--- config.mk ---
export PLATFORM = sky130hd
export DESIGN_NAME = cp_strip
export DESIGN_NICKNAME = d
export VERILOG_FILES = /design/src/rtl/cp_strip_pkg.sv /design/src/rtl/cp_strip_cnt.sv /design/src/rtl/cp_strip.sv
export SDC_FILE = /design/constraint.sdc
export NUM_CORES = 1
export LEC_CHECK = 0
export BUFFER_PORTS_ARGS = -buffer_cell sky130_fd_sc_hd__buf_2
export CAP_MARGIN = 20
export CORE_ASPECT_RATIO = 0.8
export CORE_MARGIN = 5
export CORE_UTILIZATION = 38
export CTS_CLUSTER_DIAMETER = 100
export DETAILED_ROUTE_END_ITERATION = 7
export SLEW_MARGIN = 20
export SYNTH_ARGS = -nofsm -noshare
export SYNTH_HDL_FRONTEND = slang
export SYNTH_SLANG_ARGS = --single-unit
--- constraint.sdc ---
create_clock -name clk -period 2.75 [get_ports clk]
set_input_delay 0.1375 -clock clk [delete_from_list [all_inputs] [get_ports clk]]
set_output_delay 0.1375 -clock clk [all_outputs]
set_load 0.1 [all_outputs]
--- src/rtl/cp_strip_pkg.sv ---
// ============================================================================
// Module      : cp_strip_pkg
// Description : Shared state encodings and OFDM framing defaults for TX and RX.
// Revision    : 1.0 - initial release
// ============================================================================
`default_nettype none

package cp_strip_pkg;

  localparam int c_DW      = 12;
  localparam int c_PRE_LEN = 320;
  localparam int c_CP_LEN  = 16;
  localparam int c_FFT_LEN = 64;
  localparam int c_NUM_SYM = 100;
  localparam int c_CP_ADV  = 4;

  typedef enum logic [1:0] {
    ST_IDLE = 2'd0,
    ST_SKIP = 2'd1,
    ST_CP   = 2'd2,
    ST_DATA = 2'd3
  } state_t;

  // One sample counter serves all phases, so it must hold the longest one.
  function automatic int cnt_width(input int pre_len, input int cp_len, input int fft_len);
    int m;
    m = pre_len;
    if (cp_len > m) m = cp_len;
    if (fft_len > m) m = fft_len;
    return (m > 2) ? $clog2(m) : 1;
  endfunction

endpackage

`default_nettype wire

--- src/rtl/cp_strip_cnt.sv ---
// ============================================================================
// Module      : cp_strip_cnt
// Description : Loadable sample counter with a terminal-count flag.
// Revision    : 1.0 - initial release
// ============================================================================
`default_nettype none

module cp_strip_cnt
  import cp_strip_pkg::*;
#(
  parameter int W = 9
) (
  input  logic         clk,
  input  logic         rst,
  input  logic         load,
  input  logic [W-1:0] load_val,
  input  logic         inc,
  input  logic [W-1:0] term,
  output logic [W-1:0] cnt,
  output logic         tc
);

  logic [W-1:0] r_cnt;

  always_ff @(posedge clk) begin
    if (rst) begin
      r_cnt <= '0;
    end else if (load) begin
      r_cnt <= load_val;
    end else if (inc) begin
      r_cnt <= r_cnt + W'(1);
    end
  end

  assign cnt = r_cnt;
  assign tc  = (r_cnt == term);

endmodule

`default_nettype wire

--- src/rtl/cp_strip.sv ---
// ============================================================================
// Module      : cp_strip
// Description : Skips the preamble, strips each cyclic prefix and forwards the
//               FFT_LEN useful samples of every OFDM symbol with framing.
//               Macro CP_ADV_EN advances the FFT window by CP_ADV samples.
// Revision    : 1.0 - initial release
// ============================================================================
`default_nettype none

module cp_strip
  import cp_strip_pkg::*;
#(
  parameter int DW      = c_DW,
  parameter int PRE_LEN = c_PRE_LEN,
  parameter int CP_LEN  = c_CP_LEN,
  parameter int FFT_LEN = c_FFT_LEN,
  parameter int NUM_SYM = c_NUM_SYM,
  parameter int CP_ADV  = c_CP_ADV
) (
  input  logic          clk,
  input  logic          rst,
  input  logic [DW-1:0] di_re,
  input  logic [DW-1:0] di_im,
  input  logic          packet_start,
  output logic [DW-1:0] do_re,
  output logic [DW-1:0] do_im,
  output logic          do_valid,
  output logic          sym_start,
  output logic          sym_last,
  output logic          pkt_done,
  output logic          busy
);

  localparam int c_SYM_W = (NUM_SYM > 1) ? $clog2(NUM_SYM) : 1;
  localparam int c_CNT_W = cnt_width(PRE_LEN, CP_LEN, FFT_LEN);

`ifdef CP_ADV_EN
  // Only the first prefix is shortened; the symbol period stays CP_LEN+FFT_LEN,
  // so every later window keeps the same early offset.
  localparam int c_CP_FIRST = CP_LEN - CP_ADV;
  generate
    if (CP_ADV >= CP_LEN || CP_ADV < 0) begin : g_cp_adv_chk
      $error("cp_strip: CP_ADV must be in [0, CP_LEN)");
    end
  endgenerate
`else
  localparam int c_CP_FIRST = CP_LEN;
  generate
    if (CP_ADV < 0) begin : g_cp_adv_chk
      $error("cp_strip: CP_ADV must be non-negative");
    end
  endgenerate
`endif

  generate
    if (PRE_LEN < 2 || CP_LEN < 1 || FFT_LEN < 1 || NUM_SYM < 1) begin : g_len_chk
      $error("cp_strip: framing lengths out of range");
    end
  endgenerate

  localparam logic [c_CNT_W-1:0] c_PRE_TC  = c_CNT_W'(PRE_LEN - 1);
  localparam logic [c_CNT_W-1:0] c_CPF_TC  = c_CNT_W'(c_CP_FIRST - 1);
  localparam logic [c_CNT_W-1:0] c_CP_TC   = c_CNT_W'(CP_LEN - 1);
  localparam logic [c_CNT_W-1:0] c_FFT_TC  = c_CNT_W'(FFT_LEN - 1);
  localparam logic [c_SYM_W-1:0] c_SYM_TC  = c_SYM_W'(NUM_SYM - 1);

  state_t               r_state;
  logic [c_SYM_W-1:0]   r_symcnt;
  logic [DW-1:0]        r_do_re;
  logic [DW-1:0]        r_do_im;
  logic                 r_do_valid;
  logic                 r_sym_start;
  logic                 r_sym_last;
  logic                 r_pkt_done;
  logic                 r_busy;

  logic [c_CNT_W-1:0]   w_scnt;
  logic [c_CNT_W-1:0]   w_term;
  logic [c_CNT_W-1:0]   w_load_val;
  logic                 w_tc;
  logic                 w_accept;
  logic                 w_load;
  logic                 w_inc;

  // A start pulse landing on the pkt_done cycle belongs to the old packet.
  assign w_accept   = (r_state == ST_IDLE) && packet_start && !r_pkt_done;
  assign w_load     = w_accept || ((r_state != ST_IDLE) && w_tc);
  assign w_load_val = w_accept ? c_CNT_W'(1) : '0;
  assign w_inc      = (r_state != ST_IDLE);

  always_comb begin
    w_term = '0;
    case (r_state)
      ST_SKIP: w_term = c_PRE_TC;
      ST_CP:   w_term = (r_symcnt == '0) ? c_CPF_TC : c_CP_TC;
      ST_DATA: w_term = c_FFT_TC;
      default: w_term = '0;
    endcase
  end

  cp_strip_cnt #(
    .W (c_CNT_W)
  ) u_cnt (
    .clk      (clk),
    .rst      (rst),
    .load     (w_load),
    .load_val (w_load_val),
    .inc      (w_inc),
    .term     (w_term),
    .cnt      (w_scnt),
    .tc       (w_tc)
  );

  always_ff @(posedge clk) begin
    if (rst) begin
      r_state     <= ST_IDLE;
      r_symcnt    <= '0;
      r_do_re     <= '0;
      r_do_im     <= '0;
      r_do_valid  <= 1'b0;
      r_sym_start <= 1'b0;
      r_sym_last  <= 1'b0;
      r_pkt_done  <= 1'b0;
      r_busy      <= 1'b0;
    end else begin
      r_do_valid  <= 1'b0;
      r_sym_start <= 1'b0;
      r_sym_last  <= 1'b0;
      r_pkt_done  <= 1'b0;
      case (r_state)
        ST_IDLE: begin
          r_busy <= w_accept;
          if (w_accept) begin
            r_state <= ST_SKIP;
          end
        end
        ST_SKIP: begin
          if (w_tc) begin
            r_state <= ST_CP;
          end
        end
        ST_CP: begin
          if (w_tc) begin
            r_state <= ST_DATA;
          end
        end
        ST_DATA: begin
          r_do_valid  <= 1'b1;
          r_do_re     <= di_re;
          r_do_im     <= di_im;
          r_sym_start <= (w_scnt == '0);
          r_sym_last  <= w_tc;
          if (w_tc) begin
            if (r_symcnt == c_SYM_TC) begin
              r_state    <= ST_IDLE;
              r_pkt_done <= 1'b1;
              r_symcnt   <= '0;
            end else begin
              r_state  <= ST_CP;
              r_symcnt <= r_symcnt + c_SYM_W'(1);
            end
          end
        end
        default: begin
          r_state <= ST_IDLE;
        end
      endcase
    end
  end

  assign do_re     = r_do_re;
  assign do_im     = r_do_im;
  assign do_valid  = r_do_valid;
  assign sym_start = r_sym_start;
  assign sym_last  = r_sym_last;
  assign pkt_done  = r_pkt_done;
  assign busy      = r_busy;

endmodule

`default_nettype wire

After elaboration in Yosys (flattened, before gate mapping)

Index checks and enable logic that the tools add are counted.

Bits in registers: 47
Output and inout bits: 29
Input port bits: 27
Word-level logic and storage cells: 49

Reduce and logical (&&, ||, !) cells: 13
Equality and inequality tests: 9
Bitwise logic cells: 2
$add $sub $neg: 2
Muxes and demuxes: 13

Operators with widths:

| cell                  | number |
|---|---|
| $pmux W9 S3           | 1 |
| $mux W9               | 2 |
| $mux W2               | 5 |
| $add A9 B1 Y9 const B | 1 |
| $eq A9 B9 Y1          | 1 |
| $logic_not A9 Y1      | 1 |
| $ne A2 B2 Y1 const B  | 4 |
| $pmux W2 S4           | 1 |
| $add A7 B1 Y7 const B | 1 |
| $eq A7 B7 Y1 const B  | 1 |
| $mux W7               | 1 |
| $eq A2 B2 Y1 const B  | 2 |
| $reduce_and A4 Y1     | 1 |
| $reduce_bool A2 Y1    | 2 |
| $logic_and A1 B1 Y1   | 3 |
| $mux W1               | 3 |
| $reduce_or A3 Y1      | 1 |
| $eq A2 B1 Y1 const B  | 1 |
| $logic_not A2 Y1      | 1 |
| $not A1 Y1            | 2 |
| $reduce_and A2 Y1     | 1 |
| $reduce_or A2 Y1      | 1 |
| $logic_not A1 Y1      | 1 |
| $logic_or A1 B1 Y1    | 1 |

Logic depth before layout (Yosys ltp)

Gate-level depths: netlist of the first run.

Depth after elaboration: 6
Gate-level depth with buffers: 7

Modules after synthesis

A second synthesis of the first run with hierarchy kept.

Cells, all modules: 251
Area total of the unflattened synthesis: 2100.8 um^2

Modules (own cells, without submodules):

| module       | times used | area an instance (um^2) | seq. area each (um^2) | cells an instance |
|---|---|---|---|---|
| cp_strip     | 1          | 1481.4                  | 760.7                 | 178 |
| cp_strip_cnt | 1          | 619.3                   | 180.2                 | 73 |

Least setup slack after synthesis of the first run

Ideal clock, no wire load.

Kind: register to register
Start: register u_cnt.r_cnt[4] (netlist: u_cnt.cnt[4])
End: register r_symcnt[4]
Setup slack: 0.631 ns
Library setup time: 0.070 ns
Data arrival time: 2.048 ns
Cell stages (with the launch flop): 6
Required time: 2.680 ns
Clock period less this slack: 2.119 ns
Cells stage by stage: dfxtp_1 > or4_1 > or3_4 > a21o_1 > or4_1 > a21oi_1

Longest elaborated chain between the ends: 2

RTL lines:

| what                               | line               | RTL |
|---|---|---|
| start, declared                    | cp_strip_cnt.sv:23 | `logic [W-1:0] r_cnt;` |
| start signal, assigned             | cp_strip_cnt.sv:29 | `r_cnt <= load_val;` |
| start signal, assigned             | cp_strip_cnt.sv:31 | `r_cnt <= r_cnt + W'(1);` |
| $eq A9 B9 Y1                       | cp_strip_cnt.sv:36 | `assign tc = (r_cnt == term);` |
| $reduce_and A2 Y1 (no source line) | --                 |  |
| end signal, assigned               | cp_strip.sv:160    | `r_symcnt <= r_symcnt + c_SYM_W'(1);` |
| end, declared                      | cp_strip.sv:68     | `logic [c_SYM_W-1:0] r_symcnt;` |

Every way passes these cells.
A chain may end at the register's enable or synchronous reset.

Worst setup path after layout of the first run

Ends and elaborated chain as after synthesis.

==> flow_summary.toml, run 1 <==
[cells_and_area]
antenna_cells = 0
mostFrequentLayoutCell = "nand2_1"
syn_to_final_growth_pct = 22.1
stdcell_count = 351
num-fill-cells = 504
final_cell_mix = "nand2_1, buf_2, dfxtp_1, a21oi_1, nor2_1"
nets = 318
seq_area_sq_um = 941
multi_input_area_sq_um = 902
drive_gt1_share_pct = 23.2

[clock_tree]
root_buffer = "clkbuf_8"
insertion_delay_ns = 0.30
cts_tree = "done"
htree_levels = 2
numCtsBuffers = 5
postCtsSetupBuffers = 0
cts_resized = 0
clockBufferDepth = 2
cts_hold_buf = 0
path_clk_slew_ns = 0.09
clock-sinks = 47

[die]
core_area_sq_um = 4920
die_h_um = 73.3
ios = 56
die_x_um = 89.1
dieArea_sq_um = 6540
rows = 23
start_util_pct = 38.7

[yosys]
muxShareOfSynthArea_pct = 0.526
ys_types = 36
synth_area_leader_cell = "dfxtp_1"
ys_warn_count = 0
ys_seq_area_share_pct = 49.4
syn-cell-area_sq_um = 1900
synth_fa_ha_area_share_pct = 1.97
synth_compound_area_share_pct = 14.4
synth-xor-area-share_pct = 3.68
synthCells = 237
synthTopCellsByArea = "dfxtp_1, nand2_1, a21oi_1"
synth.top_cell.area_share_pct = 49.4
synth_area_per_cell_sq_um = 8.04
synth_seq_cells = 47
yosys.area_share.simple_pct = 26.8
syn_nets = 267
synth_top_family_by_area = "simple AND/OR/NAND/NOR gates"

[critical_path]
reg2reg_setup_slack_ns = 0.35
startpoint_type = "flip-flop"
criticalPathCategory = "flip-flop to flip-flop"
cp.arrival_ns = 2.64
crit_fanout = 15
worst_ep_required_time_ns = 2.98
end_kind = "flip-flop"

[grt]
grt-ovfl-total = 0
grt_pass1_vias = 1540
gr-usage-all-layers_pct = 13.5
grt_max_degree = 40
grt_pass1_wl_mm = 6.98
antenna_found_initial = 0

[routing]
first_pass_iters = 4
vias = 1718
drc = 0
postRouteAntennaNets = 0
vias_per_cell = 4.89
routed_wl_mm = 4.31
post_drt_wl_per_cell_um = 12.3
drtIter0Drc = 61

[placed_design]
hpwlAfterDp_mm = 2.93
gp_congestion = 0.818
port_buffers = 55
place_inst = 343

[sta]
fmax_mhz = 416
hold_ws_ns = 0.0588
fin_skew_ns = 0.00893
tightestPinTransition_ns = 0.710
grt_setup_unrepaired = "no"
slew_violations = 0
post-route-period-util_pct = 87.4
max_slew_margin_pct = 52.3
setup_viol = 0
hold_viol = 0
tns_ns = 0
layout_min_cycle_time_ns = 2.40

[power_and_ir_drop]
pwr_density_cell_nw_per_um2 = 524
peakVddDrop_mv = 0.285
p_leak_nw = 0.950

[status]
status = "complete, no violations"

[min_path]
min_path_type = "input port to flip-flop"

[job]
cap_viol_max_count = 0
==> worst max-delay path: stages, from the launching register on <==
cell     delay (ns)
dfxtp_1        0.38
or4_1          0.57
or3_4          0.36
a21o_1         0.33
or4_1          0.55
a21oi_1        0.14
==> through the flow <==
stage	cell area [sq um]	power [W]	worst slack [ns]	util (%)
after CTS	2330	0.00123	0.343	47.3
after global placement	2220	0.000774	0.434	45.2
after global routing	2330	0.00126	0.192	47.3
after detailed placement	2220	0.000774	0.359	45.2
after floorplan	1900	0.000747	0.631	-
final	2330	0.00122	0.347	47.3
==> synth_stat cells <==
cell	n
a2111oi_0	1
a211o_1	2
a211oi_1	2
a21boi_0	1
a21o_1	1
a21oi_1	32
a2bb2oi_1	1
a31oi_1	1
a41oi_1	1
and2_1	1
and3_1	1
and4_1	1
buf_1	1
buf_2	1
clkbuf_1	11
dfxtp_1	47
ha_1	3
inv_1	3
mux2i_1	1
nand2_1	59
nand2b_1	1
nand3_1	5
nand4_1	4
nor2_1	24
nor2b_1	2
nor3_1	3
nor3b_1	2
nor4_1	1
o2111ai_1	1
o21ai_0	5
or2_2	1
or3_1	4
or3_4	1
or4_1	4
xnor2_1	4
xor2_1	4
==> per-layer routing <==
metal | track usage, % | wire, um | share of wire, % | vias up
met2 | 19.1 | 1840 | 43 | 38
met4 | 4.96 | 40 | 0.93 | 0
li1 | - | - | - | 901
met3 | 4.37 | 250 | 5.8 | 5
met5 | 0 | 0 | 0 | -
met1 | 19.2 | 2180 | 51 | 774
==> logic make-up after synthesis <==
logic type      Yosys count
compound gates           48
fa+ha+maj                 3
buf+inv                  16
flops                    47
simple gates            114
mux                       1
xor+xnor                  8
==> worst paths after layout <==
path,cells past startpoint,startpoint,end
setup / recovery,5,u_cnt.cnt[4],r_symcnt[4]
hold / removal,3,di_im[3],do_im[3]
setup reg to reg,5,u_cnt.cnt[4],r_symcnt[4]
hold reg to reg,2,do_im[11],do_im[11]
==> area by class of cell <==
cell class / instances / share of cell area, %
clock inverters: 1 / 0.323
clock buffers: 7 / 4.14
well taps: 62 / 3.34
inverters: 3 / 0.484
repair buffers: 57 / 12.5
multi-input cells: 174 / 38.8
flip-flops and latches: 47 / 40.5
==> where the power goes <==
| part | switching [W] | internal (W) |
|---|---|---|
| Combinational | 0.0000425 | 0.0000253 |
| Clock | 0.000233 | 0.000229 |
| Sequential | 0.00000613 | 0.000684 |
==> registers in the layout, summed over array words and instances, names as in the netlist, 2 cells and up <==
name       flops
do_im         12
r_symcnt       7
u_cnt.cnt      9
do_re         12
r_state        2
Power figures use the tool's default switching activity.
==> run 2, diff against run 1 <==
- SYNTH_HIERARCHICAL: unset -> 1
==> run 2 against run 1 <==
Net effect:
- total power rose by 4.4%
- first-iteration DRC count rose by 90%
- sequential power rose by 3.8%
- critical endpoint unchanged
- largest cell class is now multi-input combinational cells
- highest routed layer unchanged
==> flow_summary.toml, run 2 <==
[status]
status = "complete, no violations"

[sta]
setup_viol = 0
fmax_mhz = 441
hold_viol = 0
slew_violations = 0
fin_skew_ns = 0.00705
hold_ws_ns = 0.0532
tns_ns = 0
grt_setup_unrepaired = "no"
max_slew_margin_pct = 45.2
post-route-period-util_pct = 82.5
tightestPinTransition_ns = 0.822
layout_min_cycle_time_ns = 2.27

[yosys]
synthTopCellsByArea = "dfxtp_1, nand2_1, a21oi_1"
synthCells = 251
synth_common_cells = "nand2_1, dfxtp_1, a21oi_1"
syn-cell-area_sq_um = 2100
ys.flop_type = "dfxtp_1"
synth_area_leader_cell = "dfxtp_1"
synthArstFlopShare_pct = 0
synth_area_per_cell_sq_um = 8.37
ys_types = 47
synth-edff-count = 0
ys_seq_area_share_pct = 44.8
ys_warn_count = 6
synth_seq_cells = 47
synth_most_common_cell = "nand2_1"
synth.top_cell.area_share_pct = 44.8

[die]
die_x_um = 93.1
ios = 56
dieArea_sq_um = 7120
die_h_um = 76.5
core_area_sq_um = 5410
start_util_pct = 38.9
rows = 24

[cells_and_area]
syn_to_final_growth_pct = 18.8
drive_gt1_share_pct = 25.0
antenna_cells = 0
nets = 336
final_cell_mix = "nand2_1, buf_2, dfxtp_1, a21oi_1, conb_1"
mostFrequentLayoutCell = "nand2_1"

[critical_path]
startpoint_type = "flip-flop"
criticalPathCategory = "flip-flop to flip-flop"
r2r_start = "r_state[0]"
r2r.worst_path.cells = 8
rr_endpoint = "r_symcnt[4]"
worst_ep_required_time_ns = 2.98
cp.arrival_ns = 2.50
reg2reg_setup_slack_ns = 0.48
crit_fanout = 17
end_kind = "flip-flop"

[power_and_ir_drop]
peakVddDrop_mv = 0.360
p_total_w = 0.00127
p_leak_nw = 0.988
pwr_density_cell_nw_per_um2 = 510

[routing]
drtIter0Drc = 116
first_pass_iters = 4
vias = 1832
routed_wl_mm = 4.77
post_drt_wl_per_cell_um = 12.8
vias_per_cell = 4.91
drc = 0
postRouteAntennaNets = 0

[grt]
antenna_found_initial = 0
grt_max_degree = 46
grt_pass1_vias = 1760
grt_pass1_wl_mm = 8.11
gr-usage-all-layers_pct = 13.7
grt-ovfl-total = 0

[clock_tree]
insertion_delay_ns = 0.31
cts_resized = 0
path_clk_slew_ns = 0.10
root_buffer = "clkbuf_8"
cts_hold_buf = 0
numCtsBuffers = 5
cts_tree = "done"
htree_levels = 2
clockBufferDepth = 2
postCtsSetupBuffers = 0
clock-sinks = 47

[min_path]
worstHoldStart = "di_im[10]"
min_to = "do_im[10]"
min_path_type = "input port to flip-flop"
holdPathStages = 3

[placed_design]
hpwlAfterDp_mm = 3.30
gp_congestion = 0.880
port_buffers = 55

[job]
cap_viol_max_count = 0
run 2: worst max-delay path by stage:
stage                        end        from  depth (start not counted)
floorplan           u_cnt/cnt[7]    pkt_done                          7
global placement     r_symcnt[4]  r_state[0]                          8
detailed placement   r_symcnt[5]  r_state[0]                          8
CTS                  r_symcnt[4]  r_state[0]                          8
global route         r_symcnt[5]  r_state[1]                          8
finish               r_symcnt[4]  r_state[0]                          8
run 2: stage by stage:
| step | util, % | instance area (sq um) | cells | worst slack [ns] |
|---|---|---|---|---|
| finish | 46.2 | 2500 | 373 | 0.481 |
| global route | 46.2 | 2500 | 373 | 0.328 |
| CTS | 46.2 | 2500 | 373 | 0.493 |
| detailed placement | 44.4 | 2400 | 365 | 0.524 |
| global placement | 44.4 | 2400 | 365 | 0.580 |
| floorplan | - | 2130 | 260 | 0.192 |
run 2: final cells by class:
type	count	area, sq um
Timing Repair Buffer	59	305
Sequential cell	47	941
Multi-Input combinational cell	192	1070
Tap cell	65	81.3
Clock buffer	5	68.8
Clock inverter	3	25.0
Inverter	2	7.51
Fill cell	552	2910
run 2: kinds of logic after synthesis:
group           count (synthesis)  synth area share, %
fa+ha+maj                       2                 1.19
xor+xnor                       13                 5.42
simple gates                  107                 25.3
mux                             1                0.536
buf+inv                        21                 6.01
flops                          47                 44.8
compound gates                 59                 16.6
other cells                     1                0.179
run 2: metal layers:
metal | up-vias | wire length (um) | global-route usage, %
li1 | 969 | - | -
met1 | 813 | 2380 | 18.5
met2 | 44 | 1980 | 19.7
met3 | 6 | 362 | 5.82
met4 | 0 | 43 | 4.39
met5 | - | 0 | 0
run 2: critical path, stage by stage, from the launching register on:
cell     delay, ns
dfxtp_1       0.32
or2_4         0.33
xnor2_1       0.17
nand3_1       0.09
nor4_1        0.33
buf_4         0.22
nand4_1       0.20
or3_1         0.39
a21oi_1       0.14
run 2: report_power, final:
group / switching [W] / total [W] / leakage (nW) / internal [W]
clock network: 0.000251 / 0.000433 / 0.0443 / 0.000182
logic: 0.0000689 / 0.000124 / 0.563 / 0.0000555
registers: 0.0000220 / 0.000716 / 0.381 / 0.000694
total: 0.000341 / 0.00127 / 0.988 / 0.000931
==> run 3, diff against run 2 <==
- clock period: 2.75 -> 2.1 ns (I/O delays scaled with it)
==> run 3 against run 2 <==
Net effect:
- sequential share of layout area decreased by 3.1 points
- global-route usage rose by 0.067 points
- clock skew rose by 0.0037 ns
- largest cell class unchanged
- setup slack got worse by 0.63 ns
- clock power rose by 55%
- the flow now finishes with violations (setup timing)
==> flow_summary.toml, run 3 (same netlist as run 2, synthesis figures left out) <==
[routing]
drtIter0Drc = 120
vias_per_cell = 4.87
drc = 0
vias = 1922
first_pass_iters = 4
post_drt_wl_per_cell_um = 12.8
postRouteAntennaNets = 0
routed_wl_mm = 5.07

[status]
status = "finished, violations left"
violations = "setup timing"

[sta]
worst_slack_ns = -0.147
grt_setup_unrepaired = "yes"
hold_ws_ns = 0.0272
hold_viol = 0
slew_violations = 0
setup_viol = 9
layout_min_cycle_time_ns = 2.25
post-route-period-util_pct = 107
tns_ns = -0.549
fmax_mhz = 445
fin_skew_ns = 0.0107

[critical_path]
reg2reg_setup_slack_ns = -0.15
criticalPathCategory = "flip-flop to flip-flop"
r2r.worst_path.cells = 9
end_kind = "flip-flop"
rr_endpoint = "u_cnt/cnt[7]"
worst_ep_required_time_ns = 2.32
r2r_start = "r_state[0]"
startpoint_type = "flip-flop"
cp.arrival_ns = 2.47
crit_fanout = 6

[cells_and_area]
mostFrequentLayoutCell = "nand2_1"
syn_to_final_growth_pct = 30.0
antenna_cells = 0
nets = 358
stdcell_area_sq_um = 2730
num-fill-cells = 524
seq_area_sq_um = 945
drive_gt1_share_pct = 33.0
multi_input_area_sq_um = 1110
final_cell_mix = "nand2_1, buf_2, dfxtp_1, a21oi_1, buf_4"

[min_path]
worstHoldStart = "di_re[9]"
holdPathStages = 3
min_to = "do_re[9]"
min_path_type = "input port to flip-flop"

[clock_tree]
cts_tree = "done"
htree_levels = 2
path_clk_slew_ns = 0.09
clock-sinks = 47
cts_hold_buf = 0
clockBufferDepth = 2
root_buffer = "clkbuf_8"
insertion_delay_ns = 0.30
numCtsBuffers = 5

[grt]
grt_max_degree = 45
grt_pass1_vias = 1692
grt-ovfl-total = 0
gr-usage-all-layers_pct = 13.8
antenna_found_initial = 0
grt_pass1_wl_mm = 8.00

[die]
dieArea_sq_um = 7120
core_area_sq_um = 5410
rows = 24
die_h_um = 76.5
die_x_um = 93.1
start_util_pct = 38.9
ios = 56

[placed_design]
hpwlAfterDp_mm = 3.53
place_ws_ns = -0.0742
postPlaceCellArea_sq_um = 2530
port_buffers = 55
gp_congestion = 0.801

[power_and_ir_drop]
p_seq_share_pct = 50.7
switchingPower_w = 0.000455
p_total_w = 0.00182
power_frac_comb_pct = 12.4
pwr_density_cell_nw_per_um2 = 668
p_clk_share_pct = 36.9
switching_share_pct = 25.0
p_int_w = 0.00137
p_leak_nw = 1.12
peakVddDrop_mv = 0.334

[job]
cap_viol_max_count = 0
[run 3: what timing repair did]
action	CTS	global route
pin swaps	1	6
gates resized for setup	1	11
buffers inserted	2	4
endpoints found under the setup margin	2	18
[run 3: area by class of cell]
class,instances,area share (%)
clock buffers,5,2.52
clock inverters,3,1.60
inverters,2,0.275
multi-input cells,192,40.8
flip-flops and latches,47,34.6
well taps,65,2.98
repair buffers,81,17.2
[run 3: stage by stage]
step | utilization (%) | instances
finish | 50.5 | 395
global route | 50.5 | 395
CTS | 49.2 | 392
detailed placement | 46.8 | 382
global placement | 46.8 | 382
floorplan | - | 260
[run 3: power by group through the flow]
stage / sequential (W) / clock (W) / combinational (W)
finish: 0.000925 / 0.000673 / 0.000226
global route: 0.000927 / 0.000729 / 0.000245
CTS: 0.000924 / 0.000684 / 0.000207
detailed placement: 0.000944 / 0 / 0.000202
global placement: 0.000945 / 0 / 0.000200
floorplan: 0.000961 / 0 / 0.000116
[run 3: worst max path at each step]
| stage | start | to | slack (ns) | cells past startpoint |
|---|---|---|---|---|
| after floorplan | r_state[1] | u_cnt/cnt[7] | -0.18 | 11 |
| after global placement | r_state[1] | u_cnt/cnt[7] | -0.03 | 9 |
| after detailed placement | r_state[1] | u_cnt/cnt[7] | -0.07 | 9 |
| after CTS | r_state[1] | u_cnt/cnt[7] | -0.06 | 9 |
| after global routing | r_state[0] | u_cnt/cnt[8] | -0.25 | 8 |
| final | r_state[0] | u_cnt/cnt[7] | -0.15 | 9 |
[run 3: worst max-delay path: stages (launching register included)]
cell	delay, ns
dfxtp_2	0.34
or2_4	0.30
xnor2_1	0.14
nand4_1	0.12
nor4_4	0.07
buf_4	0.14
a21o_1	0.19
or3b_4	0.38
or4_1	0.40
o211ai_1	0.10
[run 3: per-layer routing]
| layer | GRT usage, % | wire (um) | vias up | part of all wire (%) |
|---|---|---|---|---|
| li1 | - | - | 1014 | - |
| met1 | 19.8 | 2550 | 849 | 50 |
| met5 | 0 | 0 | - | 0 |
| met4 | 4.83 | 53 | 0 | 1.0 |
| met2 | 19.8 | 2160 | 54 | 43 |
| met3 | 3.75 | 303 | 5 | 6.0 |
